--- config.mk ---
export PLATFORM = sky130hd
export DESIGN_NAME = hermitian_frame_mapper
export DESIGN_NICKNAME = d
export VERILOG_FILES = /design/src/rtl/hermitian_frame_mapper.sv
export SDC_FILE = /design/constraint.sdc
export NUM_CORES = 1
export LEC_CHECK = 0
export ABC_AREA = 1
export BUFFER_PORTS_ARGS = -buffer_cell sky130_fd_sc_hd__buf_2
export CAP_MARGIN = 10
export CORE_UTILIZATION = 46
export DETAILED_ROUTE_END_ITERATION = 12
export GPL_TIMING_DRIVEN = 1
export MAX_ROUTING_LAYER = met4
export PLACE_DENSITY = 0.62
export SYNTH_ARGS = -nofsm -noshare
export SYNTH_HDL_FRONTEND = slang
export SYNTH_SLANG_ARGS = --single-unit
--- constraint.sdc ---
create_clock -name clk -period 6 [get_ports clk]
set_clock_uncertainty 0.15 [all_clocks]
set_input_delay 0.6 -clock clk [delete_from_list [all_inputs] [get_ports clk]]
set_output_delay 0.6 -clock clk [all_outputs]
set_load 0.1 [all_outputs]
--- src/rtl/hermitian_frame_mapper.sv ---
// Maps a frame of data carriers onto an NFFT-point Hermitian-symmetric spectrum.
// Ping-pong buffered: one bank fills while the other streams out.
module hermitian_frame_mapper #(
    parameter int DW    = 8,
    parameter int NFFT  = 64,
    parameter int NDATA = 31,
    localparam int KW   = $clog2(NFFT)
) (
    input  logic          clk,
    input  logic          reset_n,
    input  logic          in_valid,
    output logic          in_ready,
    input  logic [DW-1:0] in_re,
    input  logic [DW-1:0] in_im,
    input  logic          in_last,
    output logic          out_valid,
    input  logic          out_ready,
    output logic [DW-1:0] out_re,
    output logic [DW-1:0] out_im,
    output logic [KW-1:0] out_index,
    output logic          out_last,
    output logic          frame_err
);

    localparam int CW = $clog2(NDATA + 1);
    localparam int AW = (NDATA > 1) ? $clog2(NDATA) : 1;
    localparam logic [KW-1:0] KMAX = KW'(NFFT - 1);
    localparam logic [CW-1:0] CLOSE_AT = CW'(NDATA - 1);
    localparam logic [DW-1:0] MINV = {1'b1, {(DW-1){1'b0}}};
    localparam logic [DW-1:0] MAXV = {1'b0, {(DW-1){1'b1}}};

    typedef enum logic {IDLE, STREAM} state_t;

    state_t        state_q, state_d;
    logic [1:0]    full_q, full_d;
    logic          wbank_q, wbank_d;
    logic          rbank_q, rbank_d;
    logic [CW-1:0] wcnt_q, wcnt_d;
    logic [CW-1:0] len_q [2];
    logic          rdy_q;
    logic          err_q, err_d;
    logic          vld_q, vld_d;
    logic [DW-1:0] re_q, re_d;
    logic [DW-1:0] im_q, im_d;
    logic [KW-1:0] k_q, k_d;
    logic          last_q, last_d;

    logic [DW-1:0] mem_re_q [2][NDATA];
    logic [DW-1:0] mem_im_q [2][NDATA];

    logic          accept, at_end, close, rel;
    logic          load, ld_bank;
    logic [KW-1:0] ld_k;
    logic [KW-1:0] idx;
    logic          lo, hi, conj, hit;
    logic [DW-1:0] rd_re, rd_im, m_re, m_im;

    function automatic logic [DW-1:0] neg_sat(input logic [DW-1:0] v);
        if (v == MINV) return MAXV;
        return ~v + 1'b1;
    endfunction

    assign accept = in_valid && rdy_q;
    assign at_end = (wcnt_q == CLOSE_AT);
    assign close  = accept && (in_last || at_end);

    always_comb begin
        full_d  = full_q;
        wbank_d = wbank_q;
        wcnt_d  = wcnt_q;
        err_d   = 1'b0;
        if (accept) begin
            if (close) begin
                full_d[wbank_q] = 1'b1;
                wbank_d         = ~wbank_q;
                wcnt_d          = '0;
                // early last, or a full bank without last
                err_d           = in_last ^ at_end;
            end else begin
                wcnt_d = wcnt_q + 1'b1;
            end
        end
        if (rel) full_d[rbank_q] = 1'b0;
    end

    always_comb begin
        state_d = state_q;
        rbank_d = rbank_q;
        rel     = 1'b0;
        load    = 1'b0;
        ld_bank = rbank_q;
        ld_k    = k_q;
        unique case (state_q)
            IDLE: begin
                if (full_q[rbank_q]) begin
                    load    = 1'b1;
                    ld_k    = '0;
                    state_d = STREAM;
                end
            end
            STREAM: begin
                if (vld_q && out_ready) begin
                    if (k_q == KMAX) begin
                        rel     = 1'b1;
                        rbank_d = ~rbank_q;
                        if (full_q[~rbank_q]) begin
                            load    = 1'b1;
                            ld_bank = ~rbank_q;
                            ld_k    = '0;
                        end else begin
                            state_d = IDLE;
                        end
                    end else begin
                        load = 1'b1;
                        ld_k = k_q + 1'b1;
                    end
                end
            end
            default: state_d = IDLE;
        endcase
    end

    always_comb begin
        idx  = '0;
        conj = 1'b0;
        lo   = (ld_k != '0) && (int'(ld_k) <= NDATA);
        hi   = int'(ld_k) >= NFFT - NDATA;
        unique case (1'b1)
            lo: idx = ld_k - 1'b1;
            hi: begin
                idx  = KMAX - ld_k;
                conj = 1'b1;
            end
            default: ;
        endcase
        // carriers past a short frame's length read as zero
        hit   = (lo || hi) && (int'(idx) < int'(len_q[ld_bank]));
        rd_re = mem_re_q[ld_bank][idx[AW-1:0]];
        rd_im = mem_im_q[ld_bank][idx[AW-1:0]];
        m_re  = hit ? rd_re : '0;
        m_im  = !hit ? '0 : (conj ? neg_sat(rd_im) : rd_im);
    end

    always_comb begin
        vld_d  = (state_d == STREAM);
        re_d   = re_q;
        im_d   = im_q;
        k_d    = k_q;
        last_d = last_q;
        if (load) begin
            re_d   = m_re;
            im_d   = m_im;
            k_d    = ld_k;
            last_d = (ld_k == KMAX);
        end else if (state_d == IDLE) begin
            re_d   = '0;
            im_d   = '0;
            k_d    = '0;
            last_d = 1'b0;
        end
    end

    always_ff @(posedge clk) begin
        if (accept) begin
            mem_re_q[wbank_q][wcnt_q[AW-1:0]] <= in_re;
            mem_im_q[wbank_q][wcnt_q[AW-1:0]] <= in_im;
        end
    end

    always_ff @(posedge clk or negedge reset_n) begin
        if (!reset_n) begin
            len_q[0] <= '0;
            len_q[1] <= '0;
        end else if (close) begin
            len_q[wbank_q] <= wcnt_q + 1'b1;
        end
    end

    always_ff @(posedge clk or negedge reset_n) begin
        if (!reset_n) begin
            state_q <= IDLE;
            full_q  <= '0;
            wbank_q <= 1'b0;
            rbank_q <= 1'b0;
            wcnt_q  <= '0;
            rdy_q   <= 1'b1;
            err_q   <= 1'b0;
            vld_q   <= 1'b0;
            re_q    <= '0;
            im_q    <= '0;
            k_q     <= '0;
            last_q  <= 1'b0;
        end else begin
            state_q <= state_d;
            full_q  <= full_d;
            wbank_q <= wbank_d;
            rbank_q <= rbank_d;
            wcnt_q  <= wcnt_d;
            rdy_q   <= ~&full_d;
            err_q   <= err_d;
            vld_q   <= vld_d;
            re_q    <= re_d;
            im_q    <= im_d;
            k_q     <= k_d;
            last_q  <= last_d;
        end
    end

    assign in_ready  = rdy_q;
    assign frame_err = err_q;
    assign out_valid = vld_q;
    assign out_re    = re_q;
    assign out_im    = im_q;
    assign out_index = k_q;
    assign out_last  = last_q;

endmodule
### Yosys cells after proc, flatten, opt, wreduce, memory -nomap -nowiden

Memory sizes are Yosys's and may differ from the RTL's.
Index checks and enable logic that the tools add are counted.

* flip-flop bits (word level): 45
* bits in latches: 0
* RAM bits: 992
* bits in read-only memories: 0
* input port bits: 21
* output and inout port bits: 26
* logic and storage cells: 131
* memories kept: 2

* $add $sub $neg: 5
* multiply operators: 0
* div/mod/pow operators: 0
* order comparisons: 14
* eq/ne operators: 5
* shift-type cells: 0
* multiplexer cells: 64
* bitwise logic cells: 12
* reductions and logical operators: 16

Memories
* mem_im_q: words 2, bits a word 248, read ports 1, clocked after memory_dff 0, wr ports 1, line 49 `logic [DW-1:0] mem_im_q [2][NDATA];`
* mem_re_q: words 2, bits a word 248, read ports 1, clocked after memory_dff 0, wr ports 1, line 48 `logic [DW-1:0] mem_re_q [2][NDATA];`

Operator list (count)
* 248-bit two-way mux: 1
* 8-bit two-way mux: 13
* 8-bit binary-select mux with 5-bit select: 2
* 8-bit demux with 5-bit select: 1
* 6-bit two-way mux: 6
* 1-bit two-way mux: 25
* 5-bit two-way mux: 5
* 6-bit one-hot mux with 2 select lines: 2
* 6-bit greater-or-equal comparator (second input constant): 3
* 6-bit == test (second input constant): 2
* 5-bit NOT with 6-bit output: 2
* 10-bit bitwise mux: 1
* 1-bit logical AND: 9
* 8-bit by 1-bit adder with 8-bit output (second input constant): 1
* 8-bit == test (second input constant): 1
* 8-bit NOT: 1
* 6-bit by 1-bit adder with 6-bit output (second input constant): 1
* 6-bit by 5-bit <= comparator with 1-bit output (second input constant): 1
* 1-bit by 2-bit < comparator with 1-bit output (second input constant): 3
* 6-bit by 1-bit < comparator with 1-bit output (second input constant): 1
* 6-bit by 5-bit < comparator with 1-bit output: 1
* 2-bit two-way mux: 3
* 6-bit nonzero test: 1
* 6-bit by 1-bit subtractor with 6-bit output (second input constant): 1
* 20 further kinds: 29

### Logic depth before layout (Yosys ltp)

Gate-level depths: netlist (run 1).

* depth in word-level cells: 20
* gate-level depth with buffers: 30
* gate-level depth less buffers: 28

### Least setup slack after synthesis (run 1)

No wires, ideal clock.

* kind: register -> register
* start point: reg k_q[1] (netlist: out_index[1])
* end point: reg re_q[1] (netlist: out_re[1])
* setup time: 0.068 ns
* data arrival time: 4.031 ns
* required time: 5.782 ns
* path slack: 1.752 ns
* cell stages (with the launch flop): 20
* path buffers: 5
* clock period less this slack: 4.248 ns
* cells stage by stage: dfrtp_1 > ha_1 > inv_1 > nor2_1 > nand2_1 > nor2_1 > nand3_1 > nand3_2 > buf_2 > buf_2 > buf_2 > buf_2 > mux2i_1 > ha_1 > a21oi_1 > o211ai_1 > a21oi_1 > buf_2 > nand3_1 > nand2_1

* word-level cells in the longest chain between the ends: 13
* elaborated cells between the ends (all ways): 37
* those cells by class: 3 x add/sub; 3 x order compare; 2 x eq/ne; 22 x mux; 2 x bitwise; 4 x reduce/logical; 1 x memory

RTL lines
* start, declared: line 45 `logic [KW-1:0] k_q, k_d;`
* start signal, assigned: line 204 `k_q <= k_d;`
* 6-bit by 1-bit adder with 6-bit output, or another cell as far along: line 115 `ld_k = k_q + 1'b1;`
* 6-bit two-way mux: line 103 `if (k_q == KMAX) begin`
* 6-bit two-way mux: line 102 `if (vld_q && out_ready) begin`
* 6-bit one-hot mux with 2 select lines: line 93 `unique case (state_q)`
* 6-bit by 5-bit <= comparator with 1-bit output or 6-bit nonzero test (tied branches): line 126 `lo = (ld_k != '0) && (int'(ld_k) <= NDATA);`
* 1-bit logical AND: line 126
* 6-bit one-hot mux with 2 select lines: line 128 `unique case (1'b1)`
* 5-bit NOT with 6-bit output (implied by the code): line 138 `rd_re = mem_re_q[ld_bank][idx[AW-1:0]];`
* 8-bit binary-select mux with 5-bit select: line 138
* 8-bit two-way mux (implied by the code) (2 in a row): line 138
* 8-bit two-way mux: line 140 `m_re = hit ? rd_re : '0;`
* 8-bit two-way mux: line 150 `if (load) begin`
* end signal, assigned: line 202 `re_q <= re_d;`
* end, declared: line 43 `logic [DW-1:0] re_q, re_d;`

Several ways; a longest one is shown, not always the timed one. The select of a mux whose other input is x is not followed.
A chain may end at the register's enable or synchronous reset.

### Worst setup path in the final report (run 1)

* start point: reg k_q[1] (netlist: out_index[1])
* end point: reg im_q[5] (netlist: out_im[5])

* word-level cells in the longest chain between the ends: 17
* elaborated cells between the ends (all ways): 44
* those cells by class: 4 x add/sub; 3 x order compare; 3 x eq/ne; 26 x mux; 3 x bitwise; 4 x reduce/logical; 1 x memory

RTL lines
* 6-bit by 1-bit adder with 6-bit output, or another cell as far along: line 115
* 6-bit two-way mux: line 103
* 6-bit two-way mux: line 102
* 6-bit one-hot mux with 2 select lines: line 93
* 6-bit by 5-bit <= comparator with 1-bit output or 6-bit nonzero test (tied branches): line 126
* 1-bit logical AND: line 126
* 6-bit one-hot mux with 2 select lines: line 128
* 5-bit NOT with 6-bit output (implied by the code): line 139 `rd_im = mem_im_q[ld_bank][idx[AW-1:0]];`
* 8-bit binary-select mux with 5-bit select: line 139
* 8-bit two-way mux (implied by the code) (2 in a row): line 139
* 8-bit NOT or 8-bit == test (tied branches): line 60, 59
* 8-bit by 1-bit adder with 8-bit output or 1-bit two-way mux (tied branches): line 60, 59
* 8-bit two-way mux: line 60 `return ~v + 1'b1;`
* 8-bit two-way mux (2 in a row): line 141 `m_im = !hit ? '0 : (conj ? neg_sat(rd_im) : rd_im);`
* 8-bit two-way mux: line 150
* end signal, assigned: line 203 `im_q <= im_d;`
* end, declared: line 44 `logic [DW-1:0] im_q, im_d;`

Several ways; a longest one is shown, not always the timed one. The select of a mux whose other input is x is not followed.

==> results.json, run 1 <==
{
  "track_usage": 0.2501,
  "ant_nets": 0,
  "ys.flop_type": "edfxtp_1",
  "clkSlewWorstSetupHoldPaths_ps": 60,
  "final_cells": 5047,
  "yosys_warnings": 0,
  "dp_slack_ps": 1335,
  "reg2reg_depth": 23,
  "dp.cells": 4858,
  "synth_top_area_share": 0.6853,
  "timing.hold.ws_ps": 229.8,
  "worstHoldPathType": "in -> reg",
  "place_congestion": 0.8602,
  "rr_startpoint": "out_index[1]",
  "seq_area_sq_mm": 0.03092,
  "slew_viol_final": 0,
  "ir_drop_mv": 0.3579,
  "core_sq_mm": 0.09347,
  "clkSinkCount": 1037,
  "reg2reg_to": "out_im[5]",
  "drt-total-wl_mm": 115.8,
  "tns_ps": 0,
  "tightest_slew_ps": 1199,
  "post-route-period-util": 0.7931,
  "crit_required_ps": 6410,
  "worst_slack_ps": 1242,
  "endpoint_kind": "flop",
  "synth_seq_cells": 1037,
  "cts-root-buf": "clkbuf_16",
  "multi_input_area_sq_mm": 0.01155,
  "start_kind": "flop",
  "reg2reg_slack_ps": 1240,
  "cts_buffers": 105,
  "max_cap_viol_count": 0,
  "syn_to_final_growth_pct": 12.45,
  "num_rows": 112,
  "finalSetupViolCount": 0,
  "arrival_ps": 5170,
  "synth_top_family_by_area": "simple AND/OR/NAND/NOR gates",
  "die_w_um": 309.4,
  "netlist_area_sq_mm": 0.04347,
  "path_class": "reg -> reg",
  "synth_adder_area_share": 0.003166,
  "wire_per_inst_um": 22.95,
  "syn_nets": 3685,
  "worstSetupEndpoint": "out_im[5]",
  "synth_cell_types": 43,
  "min_period_ps": 4758,
  "synth-compound-area-share": 0.02769,
  "initial_core_util": 0.4650,
  "port_buffers": 46,
  "synth-seq-area-share": 0.7112,
  "yosysMostFrequentCell": "nand2_1",
  "drc": 0,
  "crit_start": "out_index[1]",
  "relSlewSlack": 0.2005,
  "vias": 28120,
  "viasPerCell": 5.571,
  "synth_top_area_cell": "edfxtp_1",
  "clkLatencyLatePin_ps": 680,
  "critPathMaxFanout": 102,
  "cts_buffer_depth": 3,
  "synth_commonest_cells": "1368 x nand2_1, 992 x edfxtp_1, 450 x nand3_1, 174 x mux2i_1, 119 x buf_2",
  "synth-simple-area-share": 0.1880,
  "tritoncts": "yes",
  "synth_cells": 3653,
  "htreeDepth": 3,
  "finalPower_mw": 19.94,
  "hpwl_mm": 63.35,
  "fillers": 8023,
  "power_density_mw_per_mm2": 408.0,
  "grt_overflow": 0,
  "grt_max_degree": 177,
  "antenna_found_initial": 2,
  "status": "finished clean",
  "io_pins": 47,
  "fmaxAchievable_ghz": 0.2102,
  "power.leakage_nw": 17.53,
  "layout-drive-gt1-share": 0.1094,
  "async_flop_share": 0.04339,
  "hold_viol": 0,
  "die_y_um": 309.4,
  "synthTopCellsByArea": "edfxtp_1 69%, nand2_1 12%, nand3_1 5.2%",
  "cts_resized": 0,
  "synthMuxAreaShare": 0.04007,
  "synthXorXnorAreaFrac": 0.0006045,
  "grt_pass1_vias": 26650,
  "synth-edff-count": 992,
  "final_nets": 3744,
  "dr.pass1.iters": 6,
  "grt_pass1_wl_mm": 171.5,
  "dieArea_sq_mm": 0.09573,
  "rsz0062_at_grt": "false",
  "drt_iter0_drc": 3059,
  "syn_area_per_cell_sq_um": 11.90
}
## cells by family (layout without fill, tap and decap cells)
family          Yosys count  after routing
simple gates           1967           1967
flops                  1037           1037
buf+inv                 272            411
compound gates          189            189
mux                     174            174
fa+ha+maj                11             11
xor+xnor                  3              3
other cells               0              1
## worst min-delay path by stage
stage	start	slack [ps]	cells after the start	end
global route	in_valid	250	4	wcnt_q[0]
global placement	len_q[0]	320	2	len_q[0]
floorplan	reset_n	150	0	frame_err
finish	in_valid	230	4	wcnt_q[0]
CTS	in_valid	180	4	wcnt_q[0]
detailed placement	len_q[6]	320	2	len_q[6]
## per-layer routing
metal / up-vias / part of all wire / GRT usage
li1: 12950 / - / -
met4: 0 / 0.026 / 0.07253
met1: 13860 / 0.44 / 0.3549
met5: - / 0 / -
met3: 200 / 0.077 / 0.03211
met2: 1111 / 0.46 / 0.3791
## registers in the layout, indices dropped and copies added (netlist names)
register   flops
in_ready       1
rbank_q        1
wcnt_q         5
full_q         2
out_valid      1
out_last       1
out_index      6
wbank_q        1
frame_err      1
len_q         10
mem_im_q     496
out_im         8
out_re         8
mem_re_q     496
## stage by stage
stage / cell area (sq um) / utilization
4_1_cts: 48880 / 0.5229
5_1_grt: 48880 / 0.5229
3_3_place_gp: 45530 / 0.4872
6_report: 48880 / 0.5229
2_1_floorplan: 43470 / -
3_5_place_dp: 45530 / 0.4872
## what timing repair did
action | in CTS | in global routing
buffers inserted | 0 | 0
hold endpoints to repair | 44 | 0
hold buffers | 1 | 0
## critical path: stages (launching register included)
cell and delay [ps]:
dfrtp_1 410, ha_1 240, nand3_1 140, nor2_4 190, nand2_1 120, nand2_1 130
nand3_4 400, inv_8 700, buf_4 430, nand2_1 90, nand2_1 60, nand3_1 70
nand3_1 160, nand3_1 170, nand3_1 250, nand3_1 130, nand2_1 140, nor2_1 70
nand3_1 100, nand2_1 90, nand2_1 100, nand3_1 80, nand2_1 70, nand2_1 50
## layout make-up
cell class                 instances  area share
sequential                      1037      0.6325
timing repair buffer             163     0.02580
clock buffer                     134     0.05685
clock inverter                    53     0.01131
antenna                            1  0.00005120
multi-input combinational       2344      0.2364
inverter                          61    0.004992
tap                             1254     0.03210
## placed cells by master (no fill, tap or decap), types with 44 or more instances in the layout
cell type  netlist  layout
buf_2          119      46
nor2_1          45      44
clkbuf_16        0     107
nor3_2           0      48
o21ai_0         47      47
mux2i_1        174     174
nand2_1       1368    1368
buf_4           16     104
edfxtp_1       992     992
inv_1           52      51
nand3_1        450     450
## where the power goes
| group | leakage [nW] | internal [mW] | switching (mW) |
|---|---|---|---|
| logic | 6.43 | 1.21 | 4.05 |
| registers | 9.49 | 8.09 | 0.148 |
| clock network | 1.61 | 3.73 | 2.72 |
| total | 17.5 | 13.0 | 6.91 |
No activity file was read; power rests on OpenSTA's default activity.
==> run 2: changes to the inputs <==
Settings changed: PLACE_DENSITY 0.62 to 0.64.
Clock period 6 ns to 3.95 ns, I/O delays scaled along.
==> run 2 against run 1 <==
Net effect:
- count of clock-buffer cells in the layout rose by 4
- core utilization rose by 1.4 points
- fmax rose by 27%
- die area did not move
- combinational power rose by 66%
- highest routed layer unchanged
==> results.json, run 2 (same netlist as run 1, synthesis figures left out) <==
{
  "layout-drive-gt1-share": 0.1378,
  "final_nets": 3847,
  "die_y_um": 309.4,
  "start_kind": "flop",
  "post-route-period-util": 0.9483,
  "track_usage": 0.2518,
  "grt_overflow": 0,
  "grt_max_degree": 63,
  "grt_pass1_vias": 26890,
  "max_cap_viol_count": 0,
  "port_buffers": 46,
  "worst_slack_ps": 204.0,
  "die_w_um": 309.4,
  "drc": 0,
  "tritoncts": "yes",
  "relSlewSlack": 0.2113,
  "vias": 28500,
  "cts-root-buf": "clkbuf_16",
  "htreeDepth": 3,
  "viasPerCell": 5.519,
  "status": "finished clean",
  "finalSetupViolCount": 0,
  "initial_core_util": 0.4650,
  "path_class": "reg -> reg",
  "hpwl_mm": 72.05,
  "place_congestion": 0.9526,
  "clkLatencyLatePin_ps": 680,
  "ant_nets": 0,
  "dr.pass1.iters": 5,
  "power_density_mw_per_mm2": 619.5,
  "syn_to_final_growth_pct": 15.40,
  "dp.cells": 4948,
  "final_cells": 5163,
  "final_common_cell": "nand2_1",
  "clkSinkCount": 1037,
  "dieArea_sq_mm": 0.09573,
  "cts_buffer_depth": 3,
  "antenna_found_initial": 5,
  "hold_viol": 0,
  "arrival_ps": 4170,
  "power.leakage_nw": 18.21,
  "drt_iter0_drc": 3052,
  "grt_pass1_wl_mm": 173.3,
  "min_period_ps": 3746,
  "io_pins": 47,
  "tns_ps": 0,
  "final_cell_mix": "1368 x nand2_1, 992 x edfxtp_1, 450 x nand3_1",
  "critPathMaxFanout": 29,
  "crit_required_ps": 4370,
  "tightest_slew_ps": 1183,
  "worstHoldPathType": "in -> reg",
  "dp_slack_ps": 133.4,
  "endpoint_kind": "flop",
  "fmaxAchievable_ghz": 0.2670,
  "core_sq_mm": 0.09347,
  "ir_drop_mv": 0.4769,
  "clkSlewWorstSetupHoldPaths_ps": 60,
  "cts_buffers": 107,
  "finalPower_mw": 31.07,
  "wire_per_inst_um": 22.73,
  "rsz0062_at_grt": "false",
  "num_rows": 112,
  "drt-total-wl_mm": 117.3,
  "slew_viol_final": 0,
  "timing.hold.ws_ps": 80.00
}
==> run 2: cell types whose count changed in the layout (fill, tap and decap cells not counted), sizes merged <==
cell         change
clkinvlp         -2
diode            +4
clkbuf           +7
buf             +96
clkinv          +13
bufinv           -2
dlygate4sd3      +1
inv              -1
==> run 2: metrics by stage <==
step                        util  area (sq um)
after floorplan                -         43480
after CTS                 0.5337         49880
after detailed placement  0.4968         46430
final                     0.5367         50160
after global placement    0.4968         46430
after global routing      0.5366         50150
==> run 2: area by class of cell <==
cell class              count  area [sq um]
repair inverters            1         11.26
clock buffers             138          2877
clock inverters            60         554.3
inverters                  61         265.3
fillers                  7889         43310
flip-flops and latches   1037         30930
repair buffers            263          2372
diodes                      5         12.51
well taps                1254          1569
multi-input cells        2344         11570
==> run 2: path summary, 6_finish.rpt <==
path | cells after the start | slack [ps] | end | from
hold reg to reg | 2 | 340 | len_q[0] | len_q[0]
min in group asynchronous | 3 | 220 | out_index[4] | reset_n
hold / removal | 4 | 80 | out_valid | out_ready
setup reg to reg | 23 | 200 | out_im[7] | out_index[0]
setup / recovery | 23 | 200 | out_im[7] | out_index[0]
max in group asynchronous | 3 | 2940 | wbank_q | reset_n
==> run 2: timing repair <==
action,in CTS,in global routing
resized for setup,0,24
hold endpoints to repair,45,0
setup buffers,0,6
endpoints found under the setup margin,0,9
hold buffers,2,0
==> run 2: where the power goes <==
group / total, mW / internal [mW] / switching [mW]
Clock: 9.86 / 5.71 / 4.15
Combinational: 8.70 / 2.45 / 6.26
Sequential: 12.5 / 12.3 / 0.210
Total: 31.1 / 20.5 / 10.6
==> run 2: critical path, stage by stage (launching register included) <==
cell	delay (ps)
dfrtp_2	400
ha_1	220
nand3_1	130
nor2_4	70
nand2_2	100
nand3_1	70
nand2_1	80
nand2_2	100
a21oi_1	130
nand3_1	180
buf_4	200
nand3_4	90
buf_4	430
nand3_1	140
nand3_1	230
nand3_1	190
nand2_1	120
inv_1	60
nor2_1	170
nand3_4	150
nand2_1	90
inv_1	40
nand3_1	70
nand2_1	50
==> run 2: metal layers <==
metal | part of all wire | global-route usage | up-vias
met5 | 0 | - | -
li1 | - | - | 13190
met1 | 0.43 | 0.3513 | 13950
met3 | 0.083 | 0.04399 | 184
met4 | 0.023 | 0.06413 | 0
met2 | 0.47 | 0.3837 | 1173
